**src/rtl/spi_master_arbiter.sv**
```systemverilog
// spi_master_arbiter: round-robin share of one SPI master between NUM_REQ clients, one active-low CS each.
// Latency: req seen in IDLE -> spi_start after CS_SETUP+2 clk; finish edge -> ack 1 clk, -> CS release CS_HOLD+1 clk.
// Backpressure: req is a level held until ack, sampled only in IDLE; a single transfer is in flight at a time.
// Option: define SPI_ARB_TIMEOUT_EN to abort a WAIT with err after TIMEOUT cycles without a finish edge.
module spi_master_arbiter #(
   parameter int NUM_REQ    = 4,
   parameter int DATA_WIDTH = 8,
   parameter int CS_SETUP   = 2,
   parameter int CS_HOLD    = 2,
   parameter int TIMEOUT    = 1023
) (
   input  logic                          clk,
   input  logic                          rst,
   input  logic [NUM_REQ-1:0]            req,
   input  logic [NUM_REQ*DATA_WIDTH-1:0] tx_data,
   output logic [NUM_REQ-1:0]            ack,
   output logic [DATA_WIDTH-1:0]         rx_data,
   output logic                          err,
   output logic [NUM_REQ-1:0]            grant,
   output logic                          busy,
   output logic [DATA_WIDTH-1:0]         spi_data_in,
   output logic                          spi_start,
   input  logic                          spi_finish,
   input  logic [DATA_WIDTH-1:0]         spi_data_out,
   output logic [NUM_REQ-1:0]            cs_n
);

   localparam int IDX_W   = (NUM_REQ > 1) ? $clog2(NUM_REQ) : 1;
   localparam int MAX_SH  = (CS_SETUP > CS_HOLD) ? CS_SETUP : CS_HOLD;
   localparam int CNT_MAX = (TIMEOUT > MAX_SH) ? TIMEOUT : MAX_SH;
   localparam int CNT_W   = $clog2(CNT_MAX + 1);
   localparam logic [NUM_REQ-1:0] ONE_HOT0 = NUM_REQ'(1);

   typedef enum logic [2:0] {
      S_IDLE,
      S_SETUP,
      S_START,
      S_WAIT,
      S_HOLD,
      S_REL
   } state_t;

   state_t state, state_nxt;

   logic [CNT_W-1:0]      cnt;
   logic                  cnt_run;
   logic [IDX_W-1:0]      ptr, sel;
   logic [IDX_W-1:0]      pick, cidx;
   int                    cand;
   logic                  found;
   logic                  finish_d;
   logic                  fin_edge;
   logic                  setup_done, hold_done, tmo_hit;
   logic [DATA_WIDTH-1:0] tx_sel;

   logic [NUM_REQ-1:0]    grant_nxt, cs_n_nxt, ack_nxt;
   logic [DATA_WIDTH-1:0] spi_data_in_nxt, rx_data_nxt;
   logic                  spi_start_nxt;
   logic [IDX_W-1:0]      ptr_nxt, sel_nxt;

   // A finish level that was already high before WAIT never counts: only a low-to-high step does.
   assign fin_edge   = spi_finish & ~finish_d;
   assign setup_done = (cnt == CNT_W'(CS_SETUP - 1));
   assign hold_done  = (cnt == CNT_W'(CS_HOLD - 1));
   assign busy       = (state != S_IDLE);

`ifdef SPI_ARB_TIMEOUT_EN
   logic err_nxt;
   assign tmo_hit = (state == S_WAIT) && (cnt == CNT_W'(TIMEOUT - 1));
   assign cnt_run = (state == S_SETUP) || (state == S_HOLD) || (state == S_WAIT);
`else
   assign tmo_hit = 1'b0;
   assign cnt_run = (state == S_SETUP) || (state == S_HOLD);
   assign err     = 1'b0;
`endif

   // Round-robin pick: first set request at or after ptr, wrapping around.
   always_comb begin
      found = 1'b0;
      pick  = '0;
      cand  = 0;
      cidx  = '0;
      for (int k = 0; k < NUM_REQ; k++) begin
         cand = (int'(ptr) + k) % NUM_REQ;
         cidx = cand[IDX_W-1:0];
         if (!found && req[cidx]) begin
            found = 1'b1;
            pick  = cidx;
         end
      end
   end

   // Word of the picked requester.
   always_comb begin
      tx_sel = '0;
      for (int k = 0; k < NUM_REQ; k++) begin
         if (pick == IDX_W'(k)) begin
            tx_sel = tx_data[k*DATA_WIDTH +: DATA_WIDTH];
         end
      end
   end

   // State register.
   always_ff @(posedge clk) begin
      if (rst) begin
         state <= S_IDLE;
      end else begin
         state <= state_nxt;
      end
   end

   // Next-state sequencing: setup, start, wait for finish, hold, release.
   always_comb begin
      state_nxt = state;
      case (state)
         S_IDLE:  if (found) state_nxt = S_SETUP;
         S_SETUP: if (setup_done) state_nxt = S_START;
         S_START: state_nxt = S_WAIT;
         S_WAIT:  if (fin_edge || tmo_hit) state_nxt = S_HOLD;
         S_HOLD:  if (hold_done) state_nxt = S_REL;
         S_REL:   state_nxt = S_IDLE;
         default: state_nxt = S_IDLE;
      endcase
   end

   // Next values of the registered outputs; pulses default low, everything else holds.
   always_comb begin
      grant_nxt       = grant;
      cs_n_nxt        = cs_n;
      spi_data_in_nxt = spi_data_in;
      rx_data_nxt     = rx_data;
      ptr_nxt         = ptr;
      sel_nxt         = sel;
      ack_nxt         = '0;
      spi_start_nxt   = 1'b0;
`ifdef SPI_ARB_TIMEOUT_EN
      err_nxt         = 1'b0;
`endif
      case (state)
         S_IDLE: begin
            if (found) begin
               grant_nxt       = ONE_HOT0 << pick;
               cs_n_nxt        = ~(ONE_HOT0 << pick);
               spi_data_in_nxt = tx_sel;
               sel_nxt         = pick;
            end
         end
         S_START: begin
            spi_start_nxt = 1'b1;
         end
         S_WAIT: begin
            if (fin_edge) begin
               rx_data_nxt = spi_data_out;
               ack_nxt     = grant;
            end
`ifdef SPI_ARB_TIMEOUT_EN
            else if (tmo_hit) begin
               rx_data_nxt = '0;
               ack_nxt     = grant;
               err_nxt     = 1'b1;
            end
`endif
         end
         S_REL: begin
            grant_nxt = '0;
            cs_n_nxt  = '1;
            ptr_nxt   = (sel == IDX_W'(NUM_REQ - 1)) ? '0 : sel + 1'b1;
         end
         default: begin
         end
      endcase
   end

   // Output, pointer, finish-history and phase-counter registers.
   always_ff @(posedge clk) begin
      if (rst) begin
         grant       <= '0;
         cs_n        <= '1;
         spi_data_in <= '0;
         rx_data     <= '0;
         ack         <= '0;
         spi_start   <= 1'b0;
         ptr         <= '0;
         sel         <= '0;
         finish_d    <= 1'b0;
         cnt         <= '0;
`ifdef SPI_ARB_TIMEOUT_EN
         err         <= 1'b0;
`endif
      end else begin
         grant       <= grant_nxt;
         cs_n        <= cs_n_nxt;
         spi_data_in <= spi_data_in_nxt;
         rx_data     <= rx_data_nxt;
         ack         <= ack_nxt;
         spi_start   <= spi_start_nxt;
         ptr         <= ptr_nxt;
         sel         <= sel_nxt;
         finish_d    <= spi_finish;
         if (state_nxt != state) begin
            cnt <= '0;
         end else if (cnt_run) begin
            cnt <= cnt + 1'b1;
         end
`ifdef SPI_ARB_TIMEOUT_EN
         err         <= err_nxt;
`endif
      end
   end

endmodule

```
**config.mk**
```make
export PLATFORM = sky130hd
export DESIGN_NAME = spi_master_arbiter
export DESIGN_NICKNAME = d
export VERILOG_FILES = /design/src/rtl/spi_master_arbiter.sv
export SDC_FILE = /design/constraint.sdc
export NUM_CORES = 1
export LEC_CHECK = 0
export ABC_CLOCK_PERIOD_IN_PS = 2500
export CAP_MARGIN = 20
export CORE_AREA = 4 4 76 78
export DETAILED_ROUTE_END_ITERATION = 10
export DIE_AREA = 0 0 80 82
export GPL_TIMING_DRIVEN = 0
export PLACE_DENSITY = 0.88
export SLEW_MARGIN = 0
export SYNTH_ARGS = -nofsm -noshare
export SYNTH_HDL_FRONTEND = slang
export SYNTH_SLANG_ARGS = --single-unit
```
**constraint.sdc**
```tcl
create_clock -name clk -period 2.5 [get_ports clk]
set_input_delay 0.5 -clock clk [delete_from_list [all_inputs] [get_ports clk]]
set_output_delay 0.5 -clock clk [all_outputs]
set_load 0.005 [all_outputs]
```
# [After elaboration in Yosys (flattened, before gate mapping)]
# Index checks and enable logic that the tools add are counted.
[totals] out_inout_bits=31 in_bits=47 register_bits=47 elab_cells=85
[classes] eq_ne=12 add_sub_neg=5 reduce_logical=16 mux=31 bitwise=5 shift=1 n_lt_le_gt_ge=4
[op_table] op="2-to-1 mux 8 bit" count=4
[op_table] op="one-hot mux 4 bit (2 select lines)" count=2
[op_table] op="one-hot mux 3 bit (5 select lines)" count=1
[op_table] op="< comparator 2 x 3 -> 1 bit, second input constant" count=4
[op_table] op="2-to-1 mux 3 bit" count=4
[op_table] op="adder 10 x 1 -> 10 bit, second input constant" count=1
[op_table] op="equality test 10 x 1 -> 1 bit, second input constant" count=1
[op_table] op="2-to-1 mux 2 bit" count=5
[op_table] op="2-to-1 mux 1 bit" count=9
[op_table] op="binary-select mux 1 bit (select 2 bit)" count=4
[op_table] op="2-to-1 mux 4 bit" count=2
[op_table] op="equality test 2 bit, second input constant" count=3
[op_table] op="equality test 3 x 2 -> 1 bit, second input constant" count=2
[op_table] op="equality test 3 bit, second input constant" count=2
[op_table] op="AND reduction 2 bit" count=3
[op_table] op="adder 2 x 1 -> 2 bit, second input constant" count=2
[op_table] op="adder 2 bit, second input constant" count=2
[op_table] op="inverter 4 bit" count=1
[op_table] op="left shift 1 x 2 -> 4 bit, first input constant" count=1
[op_table] op="equality test 3 x 1 -> 1 bit, second input constant" count=1
[op_table] op="logical AND 1 bit" count=3
[op_table] op="zero test 1 bit" count=3
[op_table] op="zero test 3 bit" count=1
[op_table] op="!= test 3 bit" count=1
[op_table] op="10 further kinds" count=12

# [Depth between registers and ports, before layout]
[depth] ltp_word=17 ltp_mapped=7 depth_no_buf=6

# [Worst setup path after synthesis]
# No wires, ideal clock.
[synth_path] path_kind="input port to flip-flop" from="input port req[0]" to="register spi_data_in[7]" arrival_ps=1728 required_time_ps=2384 stages=6 setup_slack_ps=656 n_path_buf=2 setup_time_ps=116 path_cell_list="clkbuf_1 a21oi_1 o32ai_2 buf_2 o211ai_1 a31o_2"
[synth_between] elab_chain_len=17 word_cells_on_any_way=31 classes_between="eq/ne: 3; mux: 20; reduce/logical: 8"
[synth_rtl] item="start: declaration" line_no="14" text="input logic [NUM_REQ-1:0] req,"
[synth_rtl] item="binary-select mux 1 bit (select 2 bit)" line_no="86" text="if (!found && req[cidx]) begin"
[synth_rtl] item="2-to-1 mux 1 bit (not written as such)" line_no="86"
[synth_rtl] item="2-to-1 mux 1 bit" line_no="86"
[synth_rtl] item="zero test 1 bit" line_no="86"
[synth_rtl] item="logical AND 1 bit" line_no="86"
[synth_rtl] item="2-to-1 mux 1 bit" line_no="86"
[synth_rtl] item="zero test 1 bit" line_no="86"
[synth_rtl] item="logical AND 1 bit" line_no="86"
[synth_rtl] item="2-to-1 mux 1 bit" line_no="86"
[synth_rtl] item="zero test 1 bit" line_no="86"
[synth_rtl] item="logical AND 1 bit" line_no="86"
[synth_rtl] item="2-to-1 mux 2 bit" line_no="86"
[synth_rtl] item="zero test 2 bit" line_no="97" text="if (pick == IDX_W'(k)) begin"
[synth_rtl] item="2-to-1 mux 8 bit (4 in a row)" line_no="97"
[synth_rtl] item="end signal: assignment" line_no="193" text="spi_data_in <= spi_data_in_nxt;"
[synth_rtl] item="end: declaration" line_no="21" text="output logic [DATA_WIDTH-1:0] spi_data_in,"
# Several ways; a longest one is shown, not always the timed one. The select of a mux whose other input is x is not followed.
# A chain may end at the register's enable or synchronous reset.

# [Final worst setup path]
[layout_path] from="input port req[1]" to="register spi_data_in[1]"
# Same word-level chain as after synthesis.

==> results.py <==
metrics = {
    "clock_network": {
        "clk_latency_ns": 0.30,
        "ctsHtreeMaxLevel": 2,
        "clk_pin_slew_ns": 0.09,
        "root_buffer": "clkbuf_8",
        "ctsHoldBuffers": 0,
        "cts_sinks": 47,
        "post_cts_buffers": 0,
        "numCtsBuffers": 5,
        "clockBufferDepth": 2,
        "cts_tree": "built",
    },
    "floorplanning": {
        "die_w_um": 80,
        "die_h_um": 82,
        "row_count": 26,
        "io_pins": 78,
        "die_area_mm2": 0.00656,
        "initial_core_util_pct": 44.4,
        "coreArea_mm2": 0.00507,
    },
    "status": {
        "outcome": "finished, final reports clean",
    },
    "synth": {
        "yosys_warnings": 0,
        "synth_top_area_share_pct": 41.8,
        "syn-num-nets": 317,
        "ys_ff_latch": 47,
        "synth-simple-area-share_pct": 23.1,
        "synthMuxAreaShare_pct": 4.44,
        "synth_compound_area_share_pct": 18.8,
        "synth.distinct_cells": 53,
        "synth_xor_area_share_pct": 3.89,
        "synthTopCellsByArea": "dfxtp_1, nor2_1, mux2i_1",
        "syn-cell-area_mm2": 0.00225,
        "yosysSeqAreaShare_pct": 41.8,
        "syn_inst": 267,
        "postSynthAreaPerCell_um2": 8.44,
        "synth_top_area_cell": "dfxtp_1",
        "synth_fa_ha_area_share_pct": 1.67,
        "synth_top_family_by_area": "simple AND/OR/NAND/NOR gates",
    },
    "final_layout": {
        "area_growth_pct": 41.0,
        "fillers": 451,
        "finalNetCount": 398,
        "postLayoutCoreUtil_pct": 62.6,
        "insertedDiodeCount": 0,
        "multiInputGateArea_mm2": 0.00118,
        "layout-drive-gt1-share_pct": 6.59,
        "seqCellArea_um2": 941,
    },
    "grt": {
        "grt.total_usage_pct": 18.8,
        "grt_max_degree": 16,
        "grt_pass1_vias": 2110,
        "grt_pass1_wl_mm": 9.61,
        "overflow": 0,
        "antenna_found_initial": 0,
    },
    "routing": {
        "drt_wl_total_mm": 6.16,
        "dr.pass1.iters": 4,
        "vias": 2279,
        "drcViolationCount": 0,
        "drt-initial-drc-count": 189,
        "routedWlPerCell_um": 14.7,
        "final_antenna_net_count": 0,
        "drt-vias-per-instance": 5.44,
    },
    "critical_path": {
        "worstSetupPathType": "in -> reg",
        "arrival_ns": 2.48,
        "critical_path.startpoint_type": "input pin",
        "worstSetupEndpointType": "flop",
        "cp.required_ns": 2.71,
        "cp_max_fo": 10,
    },
    "sta": {
        "setup_tns_ns": 0,
        "rsz0062_at_grt": "false",
        "period_share_pct": 90.8,
        "maxSlewViolCount": 0,
        "timing.slew.headroom_pct": 43.7,
        "setup_ws_ns": 0.230,
        "tightest_slew_ns": 0.839,
        "fmax_mhz": 440,
        "finalSetupViolations": 0,
        "final.setup_skew_ns": 0.0129,
        "post-route-min-period_ns": 2.27,
        "finalHoldViolCount": 0,
    },
    "pwr": {
        "power_density_mw_per_mm2": 502,
        "vdd_drop_max_uv": 360,
        "cellLeakagePower_nw": 1.17,
    },
    "placement": {
        "hpwl_mm": 4.70,
        "portBuffers": 74,
        "gp_congestion": 0.853,
        "dpl_worst_slack_ns": -0.0843,
    },
    "flow_run": {
        "cap_viol_max_count": 0,
    },
    "min_path": {
        "hold_path.class": "reg -> reg",
    },
}
## routing by layer
metal / vias to the layer above / global-route usage, % / wire, um
met5: - / 0 / 0
met4: 0 / 7.26 / 64
li1: 1106 / - / -
met2: 99 / 30.6 / 3000
met1: 1069 / 23.3 / 2520
met3: 5 / 5.59 / 573
## sequential cells by signal, summed over array words and instances, names as in the netlist
signal,count
spi_start,1
spi_data_in,8
rx_data,8
grant,4
state,3
ptr,2
ack,4
finish_d,1
cnt,10
cs_n,4
sel,2
## worst max-delay path, cell delays in order
cell	delay, ns
clkdlybuf4s50_1	0.61
nand2b_1	0.19
a21oi_1	0.08
o32ai_2	0.39
buf_2	0.31
nand3_1	0.10
a311oi_1	0.30
## what timing repair did
item,4_1_cts,5_1_grt
hold endpoints to repair,0,0
gates resized for setup,0,1
endpoints found under the setup margin,0,1
## power breakdown
| group | internal (mW) | total, mW | switching (mW) |
|---|---|---|---|
| clock | 0.195 | 0.453 | 0.258 |
| sequential | 0.781 | 0.800 | 0.0187 |
| combinational | 0.184 | 0.343 | 0.159 |
## logic make-up (layout without fill, tap and decap cells)
family          after synthesis  in the layout
simple gates                106            106
compound gates               58             58
flops                        47             47
buf+inv                      32            114
xor+xnor                     10             10
mux                          10             10
fa+ha+maj                     3              3
other cells                   1              1
## path summary, 6_finish.rpt
check,start,to,slack (ns),cells past startpoint
max,req[1],spi_data_in[1]$_SDFFE_PP0P_,0.23,7
min,cs_n[1]$_SDFFE_PP1P_,cs_n[1]$_SDFFE_PP1P_,0.50,2
max reg2reg,state[2]$_SDFF_PP0_,spi_data_in[1]$_SDFFE_PP0P_,0.55,5
min reg2reg,cs_n[1]$_SDFFE_PP1P_,cs_n[1]$_SDFFE_PP1P_,0.50,2
## cells in the mapped netlist (all sizes together)
library cell  instances
a211o                 2
a211oi                3
a21boi                1
a21oi                12
a221o                 3
a221oi                5
a22oi                 2
a311o                 1
a311oi                4
a31o                  1
a31oi                 3
a32oi                 1
and2                  7
and3                  5
and4b                 1
buf                   9
clkbuf                8
conb                  1
dfxtp                47
ha                    3
inv                  15
mux2i                10
nand2                16
nand2b                2
nand3                15
nand4                 1
nor2                 38
nor2b                 3
nor3                  8
nor4                  5
nor4b                 1
o2111ai               1
o211ai                1
o21a                  2
o21ai                 6
o21bai                1
o22ai                 4
o2bb2ai               2
o32a                  1
o32ai                 2
or2                   2
or3                   2
xnor2                 5
xor2                  5
## placed cells by master, fill, tap and decap left out, drive strengths merged, types with 6 or more instances in the layout
cell and instances:
a21oi 12, inv 15, mux2i 10, clkdlybuf4s50 74, nand3 15, buf 9, nor3 8, o21ai 6
nand2 16, clkbuf 13, nor2 38, and2 7, dfxtp 47
## stage by stage
stage	hold WS (ns)	std cells	cell area, um^2	total power [mW]
3_3_place_gp	0.445	411	3080	1.15
3_5_place_dp	0.464	411	3080	1.16
5_1_grt	0.513	419	3180	1.68
2_1_floorplan	0.454	267	2250	0.983
6_report	0.500	419	3180	1.60
4_1_cts	0.487	419	3170	1.61
## cell type report
class	instances	area share, %
Multi-Input combinational cell	188	37.1
Sequential cell	47	29.6
Timing Repair Buffer	74	23.3
Tap cell	70	2.76
Buffer	17	2.60
Clock buffer	5	2.17
Inverter	15	1.77
Clock inverter	3	0.630
Note: power is estimated with default switching activity, not from simulation.
